### config.mk
export PLATFORM = sky130hd
export DESIGN_NAME = ibr128_mode_ctrl
export DESIGN_NICKNAME = d
export VERILOG_FILES = /design/src/rtl/ibr128_mode_ctrl.sv
export SDC_FILE = /design/constraint.sdc
export NUM_CORES = 2
export LEC_CHECK = 0
export ABC_AREA = 1
export BUFFER_PORTS_ARGS = -buffer_cell sky130_fd_sc_hd__buf_2
export CORE_MARGIN = 2
export CORE_UTILIZATION = 50
export CTS_CLUSTER_DIAMETER = 50
export DETAILED_ROUTE_END_ITERATION = 7
export PLACE_DENSITY = 0.77
export RECOVER_POWER = 100
export SLEW_MARGIN = 10
export SYNTH_ARGS = -nofsm -noshare
export SYNTH_HDL_FRONTEND = slang
export SYNTH_SLANG_ARGS = --single-unit
### constraint.sdc
create_clock -name Clk -period 2.6 [get_ports Clk]
set_clock_uncertainty 0.2 [all_clocks]
set_input_delay 0.26 -clock Clk [delete_from_list [all_inputs] [get_ports Clk]]
set_output_delay 0.26 -clock Clk [all_outputs]
set_load 0.1 [all_outputs]
### src/rtl/ibr128_mode_ctrl.sv
// Mode-of-operation controller for the IBR128 engine: ECB/CBC/CFB/OFB chaining,
// one engine operation per rising edge of Enable, result returned to the CSR block.
module ibr128_mode_ctrl #(
    parameter int BLK_W = 128
) (
    input  logic             Clk,
    input  logic             RstN,
    input  logic             Enable,
    input  logic             Encrypt,
    input  logic [1:0]       SOM,
    input  logic             FB,
    input  logic [BLK_W-1:0] plainText,
    input  logic [BLK_W-1:0] IV,
    output logic [BLK_W-1:0] cipherText,
    output logic             cipherReady,
    output logic             eng_start,
    output logic             eng_decrypt,
    output logic [BLK_W-1:0] eng_din,
    input  logic             eng_done,
    input  logic [BLK_W-1:0] eng_dout
);

    typedef enum logic [1:0] {S_IDLE, S_ISSUE, S_WAIT, S_DONE} state_t;
    typedef enum logic [1:0] {M_ECB = 2'b00, M_CBC = 2'b01, M_CFB = 2'b10, M_OFB = 2'b11} mode_t;

    state_t           r_state, w_state_next;
    mode_t            r_mode, w_mode_in;
    logic             r_en_prev, r_enc, r_ready, r_start, r_dec;
    logic [BLK_W-1:0] r_pq, r_c, r_ct, r_din;
    logic             w_enter, w_complete, w_dec_next;
    logic [BLK_W-1:0] w_chain0, w_din_next, w_out, w_c_next;

    assign w_mode_in = mode_t'(SOM);
    assign w_enter   = (r_state == S_IDLE) && Enable && !r_en_prev;
    // The engine input at start must see the chain value C is about to take.
    assign w_chain0  = FB ? r_c : IV;

    // NOTE: every signal written in always_comb gets a default first; a path
    // that leaves one unassigned would infer a latch.
    always_comb begin
        w_din_next = plainText;
        w_dec_next = 1'b0;
        case (w_mode_in)
            M_ECB: w_dec_next = !Encrypt;
            M_CBC: begin
                w_din_next = Encrypt ? (plainText ^ w_chain0) : plainText;
                w_dec_next = !Encrypt;
            end
            default: w_din_next = w_chain0;
        endcase
    end

    always_comb begin
        w_out    = eng_dout ^ r_pq;
        w_c_next = r_c;
        case (r_mode)
            M_ECB: w_out = eng_dout;
            M_CBC: begin
                w_out    = r_enc ? eng_dout : (eng_dout ^ r_c);
                w_c_next = r_enc ? eng_dout : r_pq;
            end
            M_CFB:   w_c_next = r_enc ? w_out : r_pq;
            default: w_c_next = eng_dout;
        endcase
    end

    // Dropping Enable before completion aborts; it also wins over a same-cycle eng_done.
    always_comb begin
        w_state_next = r_state;
        w_complete   = 1'b0;
        case (r_state)
            S_IDLE:  if (w_enter) w_state_next = S_ISSUE;
            S_ISSUE: w_state_next = Enable ? S_WAIT : S_IDLE;
            S_WAIT: begin
                if (!Enable) begin
                    w_state_next = S_IDLE;
                end else if (eng_done) begin
                    w_state_next = S_DONE;
                    w_complete   = 1'b1;
                end
            end
            S_DONE:  if (!Enable) w_state_next = S_IDLE;
            default: w_state_next = S_IDLE;
        endcase
    end

    always_ff @(posedge Clk or negedge RstN) begin
        if (!RstN) begin
            r_state <= S_IDLE;
        end else begin
            r_state <= w_state_next;
        end
    end

    // NOTE: all sequential state uses non-blocking assignments so every
    // register samples the pre-edge values regardless of statement order.
    always_ff @(posedge Clk or negedge RstN) begin
        if (!RstN) begin
            r_en_prev <= 1'b0;
            r_start   <= 1'b0;
            r_dec     <= 1'b0;
            r_din     <= '0;
            r_pq      <= '0;
            r_mode    <= M_ECB;
            r_enc     <= 1'b0;
            r_c       <= '0;
            r_ct      <= '0;
            r_ready   <= 1'b0;
        end else begin
            r_en_prev <= Enable;
            r_start   <= w_enter;
            if (w_enter) begin
                r_pq   <= plainText;
                r_mode <= w_mode_in;
                r_enc  <= Encrypt;
                r_din  <= w_din_next;
                r_dec  <= w_dec_next;
                if (!FB) r_c <= IV;
            end
            if (w_complete) begin
                r_ct    <= w_out;
                r_c     <= w_c_next;
                r_ready <= 1'b1;
            end else if (r_state == S_DONE && !Enable) begin
                r_ready <= 1'b0;
            end
        end
    end

    assign cipherText  = r_ct;
    assign cipherReady = r_ready;
    assign eng_start   = r_start;
    assign eng_decrypt = r_dec;
    assign eng_din     = r_din;

endmodule

==> metrics list <==
* Seq/Total Area, Yosys: 36.78%
* Final Hold Vio Count: 0
- Crit path launch type: register
* Family with the most delay on the worst path: buffers and inverters
- Maximum operating frequency: 421.2 MHz
- Netlist area before placement: 35450 um2
- The first global-routing pass estimated 216100 um of wire.
- CTS tree: built
* Number of synthesized flops with an enable pin: 0
- For this configuration, the core starts out at a cell density of 50.53%.
- Worst min-delay path category: in -> reg
* Number of cells upsized or downsized after cts: 0
- Worst slew margin: 4.208%
* Ys flop type: sky130_fd_sc_hd__dfrtp_1
- Post CTS Setup Buffer Count: 0
- Among all stages on the critical path, the largest delay is contributed by sky130_fd_sc_hd__buf_6.
* Startpoint-to-endpoint class of the critical path: reg -> reg
- Critical path data arrival time: 2710 ps
- Multi-input gate area: 18740 um2
- The area growth from synthesis to layout is 28.83%.
* Ranking of synthesized cells by area: sky130_fd_sc_hd__dfrtp_1 (37%), sky130_fd_sc_hd__nand2_1 (20%), sky130_fd_sc_hd__nand3_1 (7.2%), sky130_fd_sc_hd__a21oi_1 (5.8%), sky130_fd_sc_hd__inv_1 (5.5%)
* Number of remaining DRC errors: 0
- Clock root buffer: sky130_fd_sc_hd__clkbuf_16
* Largest area contributor in the synthesized netlist: sky130_fd_sc_hd__dfrtp_1
- Across the run, the number of max-cap violations was 0.
- Critical Path Sink Type: register
* Number of buffer and inverter instances along the worst setup path: 2
- At the pin with the least slew margin, the transition time is 1437 ps.
- Syn nets: 5926
- Counting every instance in the synthesized netlist gives 5531.
- The smallest clock period supported by the final layout is computed as 2374 ps.
- H-tree depth: 3
- The initial antenna violation count is 15.
- Clk sinks: 521
- IR analysis of the VDD net gives a maximum drop of 1.212 mV.
- Of all nets on the critical path, the largest fanout is 60.
* DRT iter0 DRCs: 5168
- Clock-pin slew reported for the worst setup and hold paths after clock tree synthesis: 50 ps
- The signal on the critical path passes through inv_1 -> ha_4 -> nor2_1 -> buf_6 -> nand3_1 -> a31oi_1.
* Endpoint required time on the critical path: 2930 ps
- Overall power consumption: 53.61 mW
- # port buffers: 650
- Leak: 23.56 nW
- The floorplan has 97 rows.
- Counting the buffers created by CTS gives 78.
- The number of global-route vias before repair was 40440.
* Die width: 270.3 um
- Fill count: 5874
* Portion of the clock cycle consumed by the worst path in the final layout: 91.31%
- Sequential cell area in the final layout: 13040 um2
* Share of flip-flops with an asynchronous set or reset after synthesis: 100.0%
- The floorplan step defined a die boundary enclosing 73040 um2.
* Yosys synthesis warning count: 0
* GRT Util Overall: 36.46%
- After synthesis, the netlist uses 26 different library cells.
* Final weighted congestion in routability-driven placement: 0.9098
- Slowest Stage Delay on Critical Path: 610 ps
- The detailed router placed 42410 vias in this run.
* Mapped Avg Cell Area: 6.409 um2
- Floorplan die height: 270.3 um
- The first detailed-routing pass ran for 7 iterations.
- For the final routed database, the setup TNS stands at 0 ps.
- Cells with a size suffix above 1 make up 12.52% of the layout.
- In this run the power density over the cells is 1174 nW/um2.
* Status: completed
- For this block, the routed nets add up to 137400 um of wire.
* Global route total overflow: 0
- Portion of synthesized cell area occupied by the leading cell type: 36.78%
* CTS max path bufs: 3
- Final HPWL from detailed placement: 82050 um
- Dividing the detail-routed wire length by the instance count gives 18.65 um.
* Post-synthesis register bit count: 521
- Final setup fails: 0
- Entering global routing, the biggest net connects 152 pins.
- The detail route stage leaves a number of antenna-violating nets equal to 0.
- At the end of the flow, the number of nets in the layout was 6751.
* Vias per cell: 5.755
* Worst skew pair latency: 620 ps
- Setup repair after global routing missed its margin: false
* Core Region: 70150 um2
- The number of max-slew violations in the final report was 0.
- For this design the top-level I/O count stands at 651.
## worst register-to-register path: cells and delay by family, from the launching register on
kind / cells / cell delay, ps
DFF: 1 / 410
AOI/OAI and AO/OA: 1 / 250
adders and majority gates: 1 / 200
and+or+nand+nor: 2 / 490
buffers and inverters: 2 / 740
## cells by family (layout without fill, tap and decap cells)
group                    after synthesis  in the layout  share of synthesized area (%)
adder cells (fa/ha/maj)                3              3                         0.1059
flip-flops                           521            521                          36.78
XOR/XNOR                             128            128                          3.163
other                                  0             13                              0
AO/OA/AOI/OAI                       1159           1159                          17.90
buffers and inverters                892           1777                          10.25
AND/OR/NAND/NOR                     2828           2828                          31.80
## cell usage after synthesis (3+ instances only)
library cell	n
sky130_fd_sc_hd__nand3_1	512
sky130_fd_sc_hd__nand2_1	1923
sky130_fd_sc_hd__dfrtp_1	521
sky130_fd_sc_hd__buf_6	22
sky130_fd_sc_hd__o21ai_0	295
sky130_fd_sc_hd__o21ai_1	220
sky130_fd_sc_hd__clkbuf_1	229
sky130_fd_sc_hd__buf_2	87
sky130_fd_sc_hd__buf_4	3
sky130_fd_sc_hd__a21oi_2	100
sky130_fd_sc_hd__a21oi_1	413
sky130_fd_sc_hd__nor2_1	389
sky130_fd_sc_hd__xor2_1	128
sky130_fd_sc_hd__ha_1	3
sky130_fd_sc_hd__a31oi_1	128
sky130_fd_sc_hd__inv_1	522
sky130_fd_sc_hd__buf_1	27
## sequential cells by signal, summed over array words and instances (netlist names)
name         count
r_en_prev        1
r_enc            1
r_state          2
r_c            128
r_mode           2
eng_decrypt      1
cipherText     128
r_pq           128
eng_start        1
cipherReady      1
eng_din        128
## cell usage in the layout (no fill, tap or decap), types with 4 or more instances in the layout
master                          count
sky130_fd_sc_hd__a21oi_1          438
sky130_fd_sc_hd__a21oi_2           75
sky130_fd_sc_hd__a31oi_1          128
sky130_fd_sc_hd__buf_1              7
sky130_fd_sc_hd__buf_12            41
sky130_fd_sc_hd__buf_2            387
sky130_fd_sc_hd__buf_4             32
sky130_fd_sc_hd__bufinv_16         10
sky130_fd_sc_hd__clkbuf_1         167
sky130_fd_sc_hd__clkbuf_16         80
sky130_fd_sc_hd__clkbuf_2         122
sky130_fd_sc_hd__clkbuf_8          12
sky130_fd_sc_hd__clkinv_4           4
sky130_fd_sc_hd__clkinvlp_4         9
sky130_fd_sc_hd__dfrtp_1          520
sky130_fd_sc_hd__diode_2           13
sky130_fd_sc_hd__dlygate4sd3_1    361
sky130_fd_sc_hd__inv_1            520
sky130_fd_sc_hd__inv_8              7
sky130_fd_sc_hd__nand2_1         1922
sky130_fd_sc_hd__nand3_1          512
sky130_fd_sc_hd__nor2_1           389
sky130_fd_sc_hd__o21ai_0          481
sky130_fd_sc_hd__o21ai_1           34
sky130_fd_sc_hd__xor2_1           128
## layer usage
layer  wire length [um]  track usage (%)  up-vias  part of all wire, %
li1                   -                -    19410                    -
met1              50810            45.48    19360                   37
met2              62720            57.72     2979                   46
met3              15510            8.170      656                   11
met4               8340            22.16        6                  6.1
met5                 36                0        -                0.026
## power by group
group	internal, mW	switching, mW	total, mW
Combinational	5.97	22.3	28.3
Sequential	11.0	2.90	13.9
Clock	7.04	4.36	11.4
Total	24.0	29.6	53.6
## repair_timing
action                                  4_1_cts  5_1_grt
endpoints found under the setup margin        0        0
hold endpoints to repair                    918        0
hold buffers                                361        0
## final timing paths
check,startpoint,end,slack [ps],cells after the start
setup / recovery,r_mode[0]$_DFFE_PN0P_,cipherText[102]$_DFFE_PN0P_,230,6
hold / removal,IV[82],r_c[82]$_DFFE_PN0P_,10,5
setup reg to reg,r_mode[0]$_DFFE_PN0P_,cipherText[102]$_DFFE_PN0P_,230,6
hold reg to reg,eng_din[98]$_DFFE_PN0P_,eng_din[98]$_DFFE_PN0P_,280,2
max in group asynchronous,RstN,eng_din[13]$_DFFE_PN0P_,380,4
min in group asynchronous,RstN,r_c[61]$_DFFE_PN0P_,20,2
## final cells by class
type,count,share of cell area (%)
diodes,13,0.07124
clock buffers,103,4.814
clock inverters,37,1.266
inverters,524,4.340
multi-input cells,4118,41.04
flip-flops and latches,521,28.55
well taps,940,2.576
repair buffers,1113,17.34
## stage by stage
step           utilization (%)  setup WS [ps]  hold slack (ps)  instances  instance area, um2
2_1_floorplan                -          733.5           -235.6       5531               35450
3_3_place_gp             56.63          430.1            50.54       6855               39720
3_5_place_dp             56.63          379.3            53.75       6855               39720
4_1_cts                  65.74          346.7           0.5852       7356               46110
5_1_grt                  65.09          121.8            35.91       7368               45660
6_report                 65.10          226.1            11.98       7369               45670
Power figures use the tool's default switching activity.
